### src/rtl/req_scheduler.sv
// Round-robin scheduler feeding row-request IDs from several requester streams
// into the row-request manager, capping in-flight rows by watching TX row footers.
module req_scheduler #(
  parameter int REQ_ID_WIDTH    = 32,
  parameter int NUM_SRC         = 4,
  parameter int MAX_OUTSTANDING = 4
) (
  input  logic                            clk,
  input  logic                            resetn,
  input  logic                            ENABLE,
  input  logic [NUM_SRC*REQ_ID_WIDTH-1:0] SRC_REQ_ID,
  input  logic [NUM_SRC-1:0]              SRC_REQ_VALID,
  output logic [NUM_SRC-1:0]              SRC_REQ_READY,
  output logic [REQ_ID_WIDTH-1:0]         REQ_ID_OUT,
  output logic                            REQ_ID_VALID,
  input  logic                            READY_FOR_REQ,
  output logic [2:0]                      REQ_SRC,
  input  logic                            TX_TVALID,
  input  logic                            TX_TREADY,
  input  logic                            TX_TLAST,
  output logic [3:0]                      OUTSTANDING,
  output logic                            ERR_UNDERFLOW
);

  localparam int SW = (NUM_SRC > 1) ? $clog2(NUM_SRC) : 1;
  localparam logic [NUM_SRC-1:0] ONE_HOT0 = 1;

  typedef enum logic {IDLE, OFFER} state_t;

  state_t                  r_state;
  logic [SW-1:0]           r_last_grant;
  logic [3:0]              r_outstanding;
  logic                    r_err;
  logic                    r_valid;
  logic [REQ_ID_WIDTH-1:0] r_req_id;
  logic [2:0]              r_req_src;

  logic [REQ_ID_WIDTH-1:0] w_ids [NUM_SRC];
  logic [SW-1:0]           w_winner;
  logic                    w_found;
  logic                    w_elig;
  logic                    w_done;

  for (genvar g = 0; g < NUM_SRC; g++) begin : g_ids
    assign w_ids[g] = SRC_REQ_ID[g*REQ_ID_WIDTH +: REQ_ID_WIDTH];
  end

  // Rotating priority: search starts just after the most recent grant.
  always_comb begin : p_arb
    int v_idx;
    v_idx    = 0;
    w_found  = 1'b0;
    w_winner = '0;
    for (int k = 1; k <= NUM_SRC; k++) begin
      v_idx = (int'(r_last_grant) + k) % NUM_SRC;
      if (!w_found && SRC_REQ_VALID[v_idx[SW-1:0]]) begin
        w_found  = 1'b1;
        w_winner = v_idx[SW-1:0];
      end
    end
  end

  assign w_elig = resetn && (r_state == IDLE) && ENABLE && w_found &&
                  (r_outstanding < 4'(MAX_OUTSTANDING));
  assign w_done = TX_TVALID & TX_TREADY & TX_TLAST;

  assign SRC_REQ_READY = w_elig ? (ONE_HOT0 << w_winner) : '0;
  assign REQ_ID_OUT    = r_req_id;
  assign REQ_ID_VALID  = r_valid;
  assign REQ_SRC       = r_req_src;
  assign OUTSTANDING   = r_outstanding;
  assign ERR_UNDERFLOW = r_err;

  always_ff @(posedge clk or negedge resetn) begin
    if (!resetn) begin
      r_state       <= IDLE;
      r_valid       <= 1'b0;
      r_req_id      <= '0;
      r_req_src     <= '0;
      r_last_grant  <= SW'(NUM_SRC - 1);
      r_outstanding <= '0;
      r_err         <= 1'b0;
    end else begin
      case (r_state)
        IDLE: begin
          if (w_elig) begin
            r_state      <= OFFER;
            r_valid      <= 1'b1;
            r_req_id     <= w_ids[w_winner];
            r_req_src    <= 3'(w_winner);
            r_last_grant <= w_winner;
          end
        end
        OFFER: begin
          if (READY_FOR_REQ) begin
            r_state <= IDLE;
            r_valid <= 1'b0;
          end
        end
        default: begin
          r_state <= IDLE;
          r_valid <= 1'b0;
        end
      endcase

      // A completion with nothing in flight is flagged; a same-cycle grant still counts.
      if (w_done && (r_outstanding == 4'd0)) begin
        r_err         <= 1'b1;
        r_outstanding <= w_elig ? 4'd1 : 4'd0;
      end else if (w_elig && !w_done) begin
        r_outstanding <= r_outstanding + 4'd1;
      end else if (!w_elig && w_done) begin
        r_outstanding <= r_outstanding - 4'd1;
      end
    end
  end

endmodule

### config.mk
export PLATFORM = sky130hd
export DESIGN_NAME = req_scheduler
export DESIGN_NICKNAME = d
export VERILOG_FILES = /design/src/rtl/req_scheduler.sv
export SDC_FILE = /design/constraint.sdc
export NUM_CORES = 1
export LEC_CHECK = 0
export BUFFER_PORTS_ARGS = -buffer_cell sky130_fd_sc_hd__buf_2
export CAP_MARGIN = 10
export CORE_AREA = 2 2 94 87
export CTS_CLUSTER_SIZE = 14
export DETAILED_ROUTE_END_ITERATION = 10
export DIE_AREA = 0 0 96 89
export PLACE_DENSITY = 0.8
export SYNTH_ARGS = -nofsm -noshare
export SYNTH_HDL_FRONTEND = slang
export SYNTH_SLANG_ARGS = --single-unit
### constraint.sdc
create_clock -name clk -period 2.3 [get_ports clk]
set_input_delay 0.23 -clock clk [delete_from_list [all_inputs] [get_ports clk]]
set_output_delay 0.23 -clock clk [all_outputs]
set_load 0.05 [all_outputs]
==> metrics.md <==
| Metric | Value |
|---|---|
| CORE AREA | `7470 um^2` |
| Net Count, Synth | `467` |
| Max cap viols | `0` |
| Root buf cell | `clkbuf_8` |
| RR Endpoint | `OUTSTANDING[3]` |
| CP startpoint | `r_last_grant[0]` |
| DRT Pass-1 Iters | `4` |
| Count of input and output buffers | `182` |
| Overall routing resource usage | `0.208` |
| Layout cells sized above 1 | `0.458` |
| Critical Path Sink | `SRC_REQ_READY[0]` |
| Worst hold path class | `in2async` |
| Final Core Density | `0.521` |
| Worst Path Arrival | `roughly 1900 ps` |
| P_leak | `1.91 nW` |
| Post-synth EDFFs | `0` |
| Top FF cell, synth | `dfrtp_1` |
| Dominant cell type by area after synthesis | `dfrtp_1` |
| Status | `finished clean` |
| Syn Inst Count | `325` |
| FFs w/ async S/R, synth | `1.00` |
| Cell area power density | `1350 nW/um^2` |
| Clock buffer depth | `2` |
| Vias in the first global route | `3186` |
| Synthesis-stage register bit count | `43` |
| Mean Syn Cell Area | `8.55 um^2` |
| First-pass GRT wire length | `14200 um` |
| Final Net Count | `around 640` |
| Ports | `184` |
| Worst reg2reg path depth | `9` |
| Top-area cell type share of the netlist area | `0.369` |
| CP Capture Type | `output port` |
| Initial antenna violation count | `1` |
| Final WL | `9090 um` |
| Synth cell types | `40` |
| Crit path kind | `reg2out` |
| Total number of vias | `about 3.2k` |
| CP max FO | `16` |
| Top cells by area, synth | `dfrtp_1, a221oi_1, mux2_2` |
| Post-route DRC | `0` |
| WL per Instance | `15.2 um` |
| Setup Buffers After CTS | `0` |
| Worst-Skew Late Latency | `280 ps` |
| GRT Residual Overflow | `0` |
| Setup TNS | `0 ps` |
| Detail Placement HPWL | `6950 um` |
| CTS tree | `built` |
| P&R area growth vs syn | `40.1%` |
| DIE WIDTH | `96 um` |
| Worst-Margin Slew | `776 ps` |
| R2R setup slack | `220 ps` |
| Sequential-to-total area share from yosys stat | `0.388` |
| DRT iter0 DRCs | `between 100 and 150` |
| H-tree Lvls | `2` |
| Multi-input logic area | `~1600 um^2` |
| Reg2reg start | `OUTSTANDING[3]` |
| Fin area | `3890 um^2` |
| Power Total | `5.25 mW` |
| Seq. cell area | `around 1100 um^2` |
| Tcrit/Tclk final | `0.938` |
| Yosys warnings | `0` |
| Final hold vios | `0` |
| Slew Viols, Final | `0` |
| Cts bufs inserted | `5` |
| Max VDD drop | `roughly 0.65 mV` |
| Startpoint type of the worst setup path | `flop` |
| Initial Util | `0.372` |
| Setup violators final | `0` |
| Critical Path RT | `2070 ps` |
| Vias/cell | `5.37` |
| RSZ-0062 raised after global routing | `false` |
| Slew Limit Headroom | `0.482` |
| Chip height | `89 um` |
| Clk sinks | `43` |
| Row count | `30` |
| Die area | `8540 um^2` |
| Crit path time final | `2160 ps` |
| Clock skew | `4.26 ps` |
| Clock transition at the registers of the reported paths | `80 ps` |
| ANT nets after route | `0` |
| Dpl cell area | `between 3000 and 4000 um^2` |
| Fillers | `708` |
| Pin count of the biggest net entering global routing | `44` |
| Routability Congestion | `0.855` |
| Fmax | `~0.46 GHz` |
| Mapped cell area | `roughly 2800 um^2` |
## how the worst min path moves through the flow
stage	startpoint	end	slack (ps)
final	resetn	OUTSTANDING[1]	20
after detailed placement	resetn	ERR_UNDERFLOW	360
after floorplan	resetn	ERR_UNDERFLOW	-70
after CTS	resetn	REQ_ID_OUT[29]	50
after global routing	resetn	REQ_ID_OUT[0]	70
after global placement	resetn	ERR_UNDERFLOW	360
## flip-flops by register name, indices dropped and copies added, names as in the netlist
register and count:
REQ_ID_OUT 32, OUTSTANDING 4, REQ_SRC 2, r_last_grant 2
ERR_UNDERFLOW 1, REQ_ID_VALID 1, r_state 1
## final cells by class
| cell class | count | share of cell area |
|---|---|---|
| Multi-Input combinational cell | 250 | 0.404 |
| Sequential cell | 43 | 0.278 |
| Timing Repair Buffer | 194 | 0.261 |
| Tap cell | 96 | 0.0308 |
| Clock buffer | 7 | 0.0196 |
| Inverter | 6 | 0.00578 |
| Antenna cell | 1 | 0.000642 |
## cells by family after synthesis
logic type	after synthesis	synth area share
simple gates	133	0.232
compound gates	92	0.231
flops	43	0.388
buf+inv	32	0.0500
mux	18	0.0725
fa+ha+maj	3	0.0162
xor+xnor	3	0.00945
other cells	1	0.00135
## per-layer routing
layer  vias up  part of all wire  GRT usage
met5         -                 0          0
met4         0            0.0099     0.0506
met3        12             0.082     0.0556
met2       138              0.50      0.372
met1      1513              0.41      0.249
li1       1541                 -          -
## metrics by stage
stage,setup WS [ps],instances,hold slack [ps]
global placement,175,589,359
detailed placement,15.9,589,361
floorplan,3.07,325,-65.6
global route,2.57,596,65.2
CTS,56.4,596,50.6
finish,143,597,23.9
## report_power, final
part           leakage, nW  internal [mW]  switching, mW
registers            0.501           1.15          0.261
logic                 1.37           1.02           2.37
clock network       0.0383          0.209          0.237
total                 1.91           2.38           2.87
## Yosys cell counts, types with 2 or more instances
cell      number
a211oi_1       2
a21o_1         2
a21oi_1       24
a221oi_1      32
a31oi_1       15
and2_1         3
buf_2         12
clkbuf_1      12
dfrtp_1       41
dfstp_2        2
ha_1           2
inv_1          6
mux2_2        17
nand2_1       44
nand3_1       16
nand3b_1      15
nor2_1        40
nor2b_1        4
o211a_1        3
o21ai_0       10
or2_2          2
xnor2_1        3
## worst max-delay path: stages, from the launching register on
cell     delay (ps)
dfstp_2         600
nor2b_1         110
nor2_1          180
a21o_1          140
buf_4           200
and2_1          150
buf_2           250
## what timing repair did
| item | 4_1_cts | 5_1_grt |
|---|---|---|
| endpoints found under the hold margin | 0 | 0 |
| gates cloned | 0 | 0 |
| hold buffers | 0 | 0 |
| pin swaps | 0 | 0 |
| resized for setup | 2 | 5 |
| endpoints found under the setup margin | 2 | 2 |
## cells in the final DEF (no fill, tap or decap), types with 2 or more instances in the layout
cell type / n
a211oi_1: 2
or2_2: 2
buf_4: 10
dfstp_2: 2
buf_2: 182
a21o_1: 2
a31oi_1: 15
inv_1: 6
nor2b_1: 4
a21oi_1: 24
dfrtp_2: 2
nand2_1: 44
clkbuf_1: 2
o211a_1: 2
ha_1: 2
mux2_2: 17
o21ai_0: 10
dfrtp_1: 39
nand3_1: 16
a221oi_1: 32
clkbuf_8: 5
and2_1: 3
xnor2_1: 3
nor2_1: 39
nand3b_1: 15
Power figures use the tool's default switching activity.
